$ cat src/rtl/semaforo_cruzamento_if.sv
// semaforo_cruzamento_if
// Signal bundle between the operator/sensor side and the intersection
// controller.
//   master : drives pulso, modo_manual (and pisca); observes lamps, fase, pulso_edge
//   slave  : the controller itself
// Optional macro SEMAFORO_PISCA_EN adds the pisca (flashing-yellow) request.
interface semaforo_cruzamento_if;
  logic       pulso;
  logic       modo_manual;
`ifdef SEMAFORO_PISCA_EN
  logic       pisca;
`endif
  logic       vermelho_a;
  logic       amarelo_a;
  logic       verde_a;
  logic       vermelho_b;
  logic       amarelo_b;
  logic       verde_b;
  logic [2:0] fase;
  logic       pulso_edge;

  modport master (
`ifdef SEMAFORO_PISCA_EN
    output pisca,
`endif
    output pulso,
    output modo_manual,
    input  vermelho_a,
    input  amarelo_a,
    input  verde_a,
    input  vermelho_b,
    input  amarelo_b,
    input  verde_b,
    input  fase,
    input  pulso_edge
  );

  modport slave (
`ifdef SEMAFORO_PISCA_EN
    input  pisca,
`endif
    input  pulso,
    input  modo_manual,
    output vermelho_a,
    output amarelo_a,
    output verde_a,
    output vermelho_b,
    output amarelo_b,
    output verde_b,
    output fase,
    output pulso_edge
  );
endinterface

$ cat src/rtl/semaforo_cruzamento.sv
// semaforo_cruzamento
// Two-approach intersection controller. Approaches A and B alternate
// green / yellow / all-red phases with parameterised durations. A rising
// edge on pulso cuts the current green short (timed mode) or steps one
// phase (manual mode).
// Ports:
//   clk    : system clock, rising edge
//   reset  : asynchronous, active-high; returns to INICIO with both reds on
//   bus    : semaforo_cruzamento_if.slave
//            in : pulso, modo_manual (pisca with SEMAFORO_PISCA_EN)
//            out: six lamps, fase (state code), pulso_edge (1-cycle strobe)
// Optional macro SEMAFORO_PISCA_EN adds the PISCA state (fase 7), the pisca
// input and parameter T_PISCA: both yellows flash while pisca is high.
module semaforo_cruzamento #(
  parameter int T_VERDE    = 8,
  parameter int T_AMARELO  = 3,
  parameter int T_VERMELHO = 2,
`ifdef SEMAFORO_PISCA_EN
  parameter int T_PISCA    = 4,
`endif
  parameter int CNT_W      = 8
) (
  input  logic                 clk,
  input  logic                 reset,
  semaforo_cruzamento_if.slave bus
);

  typedef enum logic [2:0] {
    INICIO     = 3'd0,
    VERDE_A    = 3'd1,
    AMARELO_A  = 3'd2,
    VERMELHO_1 = 3'd3,
    VERDE_B    = 3'd4,
    AMARELO_B  = 3'd5,
    VERMELHO_2 = 3'd6
`ifdef SEMAFORO_PISCA_EN
    , PISCA    = 3'd7
`endif
  } estado_t;

  localparam logic [CNT_W-1:0] FIM_VERDE    = CNT_W'(T_VERDE - 1);
  localparam logic [CNT_W-1:0] FIM_AMARELO  = CNT_W'(T_AMARELO - 1);
  localparam logic [CNT_W-1:0] FIM_VERMELHO = CNT_W'(T_VERMELHO - 1);
`ifdef SEMAFORO_PISCA_EN
  localparam logic [CNT_W-1:0] FIM_PISCA    = CNT_W'(T_PISCA - 1);
`endif

  estado_t          state_q, state_d;
  logic [CNT_W-1:0] cnt_q, cnt_d;
  logic             pulso_q;
  logic             pulso_edge;
  logic             em_verde;
  logic             expirou;
`ifdef SEMAFORO_PISCA_EN
  logic             blink_q, blink_d;
`endif

  // Fixed phase order; anything outside the ring restarts from INICIO.
  function automatic estado_t proxima(input estado_t s);
    case (s)
      VERDE_A:    proxima = AMARELO_A;
      AMARELO_A:  proxima = VERMELHO_1;
      VERMELHO_1: proxima = VERDE_B;
      VERDE_B:    proxima = AMARELO_B;
      AMARELO_B:  proxima = VERMELHO_2;
      VERMELHO_2: proxima = VERDE_A;
      default:    proxima = INICIO;
    endcase
  endfunction

  // Last counter value of a phase (duration - 1).
  function automatic logic [CNT_W-1:0] fim_de(input estado_t s);
    case (s)
      VERDE_A, VERDE_B:       fim_de = FIM_VERDE;
      AMARELO_A, AMARELO_B:   fim_de = FIM_AMARELO;
      VERMELHO_1, VERMELHO_2: fim_de = FIM_VERMELHO;
      default:                fim_de = '0;
    endcase
  endfunction

  assign pulso_edge     = bus.pulso & ~pulso_q;
  assign bus.pulso_edge = pulso_edge;
  assign bus.fase       = state_q;

  always_ff @(posedge clk or posedge reset) begin
    if (reset) begin
      state_q <= INICIO;
      cnt_q   <= '0;
      pulso_q <= 1'b0;
`ifdef SEMAFORO_PISCA_EN
      blink_q <= 1'b0;
`endif
    end else begin
      state_q <= state_d;
      cnt_q   <= cnt_d;
      pulso_q <= bus.pulso;
`ifdef SEMAFORO_PISCA_EN
      blink_q <= blink_d;
`endif
    end
  end

  // cnt_d defaults to 0 so every state change, manual mode and INICIO all
  // leave the counter cleared; only a timed stay increments it.
  always_comb begin
    state_d  = state_q;
    cnt_d    = '0;
    em_verde = (state_q == VERDE_A) || (state_q == VERDE_B);
    expirou  = (cnt_q == fim_de(state_q));
`ifdef SEMAFORO_PISCA_EN
    blink_d  = blink_q;
    if (bus.pisca) begin
      if (state_q != PISCA) begin
        state_d = PISCA;
        blink_d = 1'b1;
      end else if (cnt_q == FIM_PISCA) begin
        blink_d = ~blink_q;
      end else begin
        cnt_d = cnt_q + 1'b1;
      end
    end else if (state_q == PISCA) begin
      state_d = INICIO;
    end else
`endif
    if (state_q == INICIO) begin
      state_d = VERDE_A;
    end else if (bus.modo_manual) begin
      if (pulso_edge) state_d = proxima(state_q);
    end else begin
      // Early cut applies to greens only; a strobe coinciding with the
      // timeout still yields a single advance.
      if (expirou || (pulso_edge && em_verde)) state_d = proxima(state_q);
      else                                      cnt_d   = cnt_q + 1'b1;
    end
  end

  // Moore lamp decode, exactly one lamp per approach outside PISCA.
  always_comb begin
    bus.vermelho_a = 1'b0;
    bus.amarelo_a  = 1'b0;
    bus.verde_a    = 1'b0;
    bus.vermelho_b = 1'b0;
    bus.amarelo_b  = 1'b0;
    bus.verde_b    = 1'b0;
    case (state_q)
      VERDE_A: begin
        bus.verde_a    = 1'b1;
        bus.vermelho_b = 1'b1;
      end
      AMARELO_A: begin
        bus.amarelo_a  = 1'b1;
        bus.vermelho_b = 1'b1;
      end
      VERDE_B: begin
        bus.vermelho_a = 1'b1;
        bus.verde_b    = 1'b1;
      end
      AMARELO_B: begin
        bus.vermelho_a = 1'b1;
        bus.amarelo_b  = 1'b1;
      end
`ifdef SEMAFORO_PISCA_EN
      PISCA: begin
        bus.amarelo_a  = blink_q;
        bus.amarelo_b  = blink_q;
      end
`endif
      default: begin
        bus.vermelho_a = 1'b1;
        bus.vermelho_b = 1'b1;
      end
    endcase
  end

endmodule

$ cat src/flat_wrapper.sv
// flat-port wrapper written by rule: the top's interface ports become plain ports
module semaforo_cruzamento_flat 
#(
  parameter int T_VERDE    = 8,
  parameter int T_AMARELO  = 3,
  parameter int T_VERMELHO = 2,

  parameter int CNT_W      = 8
)
  (clk, reset, bus_pulso, bus_modo_manual, bus_vermelho_a, bus_amarelo_a, bus_verde_a, bus_vermelho_b, bus_amarelo_b, bus_verde_b, bus_fase, bus_pulso_edge);
  semaforo_cruzamento_if bus_i ();
  input  logic clk;
  input  logic reset;
  input wire logic [$bits(bus_i.pulso)-1:0] bus_pulso;
  input wire logic [$bits(bus_i.modo_manual)-1:0] bus_modo_manual;
  output wire logic [$bits(bus_i.vermelho_a)-1:0] bus_vermelho_a;
  output wire logic [$bits(bus_i.amarelo_a)-1:0] bus_amarelo_a;
  output wire logic [$bits(bus_i.verde_a)-1:0] bus_verde_a;
  output wire logic [$bits(bus_i.vermelho_b)-1:0] bus_vermelho_b;
  output wire logic [$bits(bus_i.amarelo_b)-1:0] bus_amarelo_b;
  output wire logic [$bits(bus_i.verde_b)-1:0] bus_verde_b;
  output wire logic [$bits(bus_i.fase)-1:0] bus_fase;
  output wire logic [$bits(bus_i.pulso_edge)-1:0] bus_pulso_edge;
  assign bus_i.pulso = bus_pulso;
  assign bus_i.modo_manual = bus_modo_manual;
  assign bus_vermelho_a = bus_i.vermelho_a;
  assign bus_amarelo_a = bus_i.amarelo_a;
  assign bus_verde_a = bus_i.verde_a;
  assign bus_vermelho_b = bus_i.vermelho_b;
  assign bus_amarelo_b = bus_i.amarelo_b;
  assign bus_verde_b = bus_i.verde_b;
  assign bus_fase = bus_i.fase;
  assign bus_pulso_edge = bus_i.pulso_edge;
  semaforo_cruzamento #(.T_VERDE(T_VERDE), .T_AMARELO(T_AMARELO), .T_VERMELHO(T_VERMELHO), .CNT_W(CNT_W)) u_core (.clk(clk), .reset(reset), .bus(bus_i));
endmodule
$ cat config.mk
export PLATFORM = sky130hd
export DESIGN_NAME = semaforo_cruzamento_flat
export DESIGN_NICKNAME = d
export VERILOG_FILES = /design/src/rtl/semaforo_cruzamento_if.sv /design/src/rtl/semaforo_cruzamento.sv /design/src/flat_wrapper.sv
export SDC_FILE = /design/constraint.sdc
export NUM_CORES = 1
export LEC_CHECK = 0
export ABC_AREA = 1
export CAP_MARGIN = 10
export CORE_MARGIN = 2
export CORE_UTILIZATION = 45
export DETAILED_ROUTE_END_ITERATION = 12
export HOLD_SLACK_MARGIN = 0.05
export PLACE_DENSITY = 0.76
export SETUP_SLACK_MARGIN = 0.02
export SYNTH_ARGS = -nofsm -noshare
export SYNTH_HDL_FRONTEND = slang
export SYNTH_SLANG_ARGS = --single-unit
$ cat constraint.sdc
create_clock -name clk -period 4.2 [get_ports clk]
set_input_delay 0.42 -clock clk [delete_from_list [all_inputs] [get_ports clk]]
set_output_delay 0.42 -clock clk [all_outputs]
set_load 0.03 [all_outputs]
Yosys cells after proc, flatten, opt, wreduce, memory -nomap -nowiden
Index checks and enable logic that the tools add are counted.
Operators by class
  multiplexer cells: 15
  shift-type cells: 0
  reductions and logical operators: 11
  divide/modulo/power cells: 0
  add/subtract/negate cells: 1
  bitwise operators: 2
  magnitude comparators: 0
  $mul: 0
  equal/unequal tests: 8
Operator list (number)
  $mux 8: 3
  $pmux 3 s6: 1
  $mux 3: 4
  $reduce_or 2->1: 5
  $eq 3x3->1 const B: 3
  $pmux 3 s3: 1
  $add 8x1->8 const B: 1
  $eq 8x3->1: 1
  $eq 3x2->1 const B: 2
  $mux 1: 6
  $eq 3x1->1 const B: 1
  $logic_not 3->1: 1
  $ne 3x1->1 const B: 1
  $reduce_bool 3->1: 1
  $logic_or 1x1->1: 2
  $reduce_and 2->1: 1
  $and 1x1->1: 1
  $logic_and 1x1->1: 1
  $not 1->1: 1
Storage, ports and cells
  RAM bits: 0
  output and inout bits: 10
  memories: 0
  latch bits: 0
  logic and storage cells: 40
  bits in read-only memories: 0
  register bits: 12

Depth between registers and ports, before layout
  depth in word-level cells: 8
  gate-level depth with buffers: 12
  depth with buffers taken out: 12

Worst setup path after synthesis
OpenSTA, ideal clock, no wires.
  path kind: input to register
  start point: in bus_pulso
  end point: reg u_core.state_q[1], in the netlist u_core.bus.fase[1]
  library setup time: 0.065 ns
  setup slack: 2.605 ns
  data required time: 4.135 ns
  stages on the path: 9
  arrival time: 1.530 ns
  path through: inv_1 -> nor2_1 -> inv_1 -> o21ai_0 -> inv_1 -> nand2_2 -> buf_6 -> nand3_1 -> nand2_1
Between the ends
  word-level cells in the longest chain between the ends: 5
  elaborated cells on any way between the ends: 6
  those cells by class: eq/ne (1); bitwise (1); reduce/logical (4)
Ends and longest elaborated chain
  from (decl): line flat_wrapper.sv:14  | input wire logic [$bits(bus_i.pulso)-1:0] bus_pulso;
  $and 1x1->1 *: line semaforo_cruzamento.sv:81  | assign pulso_edge = bus.pulso & ~pulso_q;
  via bus_pulso_edge: line flat_wrapper.sv:23  | output wire logic [$bits(bus_i.pulso_edge)-1:0] bus_pulso_edge;
  $logic_and 1x1->1: line semaforo_cruzamento.sv:132  | if (expirou || (pulso_edge && em_verde)) state_d = proxima(state_q);
  $logic_or 1x1->1: line semaforo_cruzamento.sv:132
  $reduce_bool 3->1 (no source line)
  $reduce_and 2->1 (no source line) *
  to (signal assigned): line semaforo_cruzamento.sv:94  | state_q <= state_d;
  to (decl): line semaforo_cruzamento.sv:48  | estado_t state_q, state_d;
The timed path passes the listed nets; every way through them passes the cells marked *.
A chain may end at the register's enable or synchronous reset.

Worst setup path in the final report
  start point: reg u_core.state_q[0], in the netlist u_core.bus.fase[0]
  end point: out bus_amarelo_a
Between the ends
  word-level cells in the longest chain between the ends: 2
Ends and longest elaborated chain
  $eq 3x2->1: line semaforo_cruzamento.sv:145  | case (state_q)
  $mux 1: line semaforo_cruzamento.sv:145
  to (decl): line flat_wrapper.sv:17  | output wire logic [$bits(bus_i.amarelo_a)-1:0] bus_amarelo_a;
No other way between the ends.

==> impl_results.md <==
- DR DRC count: 0
- Initial core utilization: between 40% and 50%
- Overall global routing resource usage: 17.3%
- Final Cell Area: just over 900 um^2
- Placement Rows: 14
- DPL Wire Length: about 1100 um
- Setup-failing EPs final: 0
- First-pass iteration count of the detailed router: 4
- Drt initial violations: 22
- Initial antenna violation count: 0
- Root Buffer Master: clkbuf_4
- Synth Instances: 104
- Core Region: around 1500 um^2
- CTS sink count: 12
- Max Slew Vio Count: 0
- EDFF count, synth: 0
- Die width: 44.4 um
- WL met3: between 50 and 60 um
- Synth-to-Final Area Change: 23.9%
- Detailed Route WL: 1450 um
- Area occupied by multi-input gates: between 300 and 400 um^2
- RSZ-0062 raised after global routing: false
- Setup TNS: 0 ns
- VDD IR max: 479 uV
- Clock-pin slew on the worst setup and hold paths: 0.08 ns
- Maxcap violations: 0
- Clk_skew: 0.00440 ns
- Post-synth top flop: dfrtp_1
- Area leader, netlist: dfrtp_1
- RePlAce Congestion: between 0.8 and 0.9
- Commonest cells in the netlist: nand2_1 (28), inv_1 (20), nand3_1 (14), nor2_1 (13), dfrtp_1 (12)
- Syn nets: 109
- Global route overflow: 0
- Cts hold-fix bufs: 0
- Outcome: finished, final reports clean
- Drt wl/cell: 10.6 um
- Worst setup EP type: primary output
- Synthesized area: between 700 and 800 um^2
- Rel. slew slack: 69.8%
- Final #Nets: 126
- CTS resizes: 0
- Vias per std cell: between 4 and 5
- Max layer used: met4
- First-pass GRT wire length: 2460 um
- Pwr Density: 695 nW/um^2
- Largest net degree at the start of global routing: 13
- Post-synthesis cell type count: 17
- Max Buffers Root-to-Sink: 2
- Placed Area: 872 um^2
- Startpoint types: register
- Vias: between 600 and 700
- Maximum clock frequency: 452 MHz
- I/O pin cnt: 14
- Worst EP arrival: 1.79 ns
- Final Hold Fails: 0
- Die area: 1970 um^2
- IO Port Bufs: 13
- Worst slew pin tran: approximately 0.45 ns
- M1 wire length: 720 um
- #FFs+latches synth: 12
- Vias in the first global route: 607
- H-tree Lvls: 1
- WS Path Type: register to primary output
- Top post-synthesis cells by area: dfrtp_1 (41%), nand2_1 (14%), inv_1 (10%), nand3_1 (9.6%), nor2_1 (6.7%)
- CTS tree: done
- Critical path required time: 3.78 ns
- Register area: 300 um^2
- Sequential area share after synthesis: 41.0%
- Critical Path Fanout Max: 8
- Syn avg cell area: between 7 and 8 um^2
- Clk_lat worst skew: 0.27 ns
- Post-synth ARST share: 100%
- Layout cells sized above 1: 9.17%
- Worst hold-check path type: input port to asynchronous set/reset pin
- Die Y: 44.4 um
- Count leader, synth: nand2_1
- Fin crit share: a little over half
- # fillers: 143
- DR WL met2: between 600 and 700 um
- Diodes inserted: 0
- Tmin final: 2.21 ns
- Min Hold Slack: 0.461 ns
- Antenna Nets Post-Route: 0
- Setup bufs post-CTS: 0
- Synth warn: 0
- CTS Buf Count: 3
- Leakage: 0.495 nW
- Top-area cell type share of the netlist area: 41.0%
- Fin util: 59.6%
metal layers:
layer	GRT usage, %	up-vias
met5	0	-
li1	-	347
met4	11.5	0
met1	24.3	285
met3	1.63	2
met2	25.3	19
layout by cell type (no fill, tap or decap):
cell type | synthesis | final
or2_2 | 1 | 1
clkdlybuf4s50_1 | 0 | 13
ha_1 | 1 | 1
a31oi_1 | 1 | 1
xnor2_1 | 1 | 1
inv_1 | 20 | 20
nor2_1 | 13 | 13
a21oi_1 | 1 | 1
nor3_2 | 3 | 3
xor2_1 | 3 | 3
nand2_1 | 28 | 28
clkbuf_8 | 0 | 1
inv_2 | 1 | 1
nand2_2 | 2 | 2
dfrtp_1 | 12 | 12
o21ai_0 | 1 | 1
nand3_1 | 14 | 14
clkbuf_4 | 0 | 3
nand4_1 | 1 | 1
worst paths after layout:
check	start	end	slack (ns)	depth (start not counted)
min in group clk	u_core.cnt_q[0]	u_core.cnt_q[0]	0.52	1
min	reset	u_core.bus.fase[0]	0.46	2
max reg2reg	u_core.bus.fase[0]	u_core.bus.fase[0]	2.52	12
min reg2reg	u_core.cnt_q[0]	u_core.cnt_q[0]	0.52	1
max in group asynchronous	reset	u_core.cnt_q[3]	3.42	2
max	u_core.bus.fase[0]	bus_amarelo_a	1.99	4
per-stage QoR:
stage               setup slack [ns]  instances  total power [W]
floorplan                       2.60        104         0.000434
global placement                2.07        132         0.000533
detailed placement              2.04        132         0.000542
CTS                             1.98        136         0.000633
global route                    1.85        136         0.000682
finish                          1.99        136         0.000631
power by group:
group	total, W	internal, W	switching, W
Combinational	0.000374	0.000135	0.000239
Clock	0.0000899	0.0000526	0.0000373
Sequential	0.000168	0.000137	0.0000309
Total	0.000631	0.000324	0.000307
final cells by class:
cell class              instances  area share, %
multi-input cells              70           37.7
clock buffers                   4           3.99
well taps                      16           2.20
flip-flops and latches         12           33.1
inverters                      21           8.68
repair buffers                 13           14.3
sequential cells by signal, summed over array words and instances (netlist names):
name,flops
u_core.bus.fase,3
u_core.cnt_q,8
u_core.pulso_q,1
logic make-up after synthesis:
family	Yosys count	synth area share [%]
buf+inv	22	12.3
simple gates	62	38.1
fa+ha+maj	1	1.71
flops	12	41.0
xor+xnor	4	4.78
compound gates	3	2.22
worst max-delay path: stages (launching register included):
cell             delay [ns]
dfrtp_1                0.46
nor2_1                 0.22
nand2_1                0.12
inv_1                  0.07
clkdlybuf4s50_1        0.66
(Power assumes the default switching activity.)
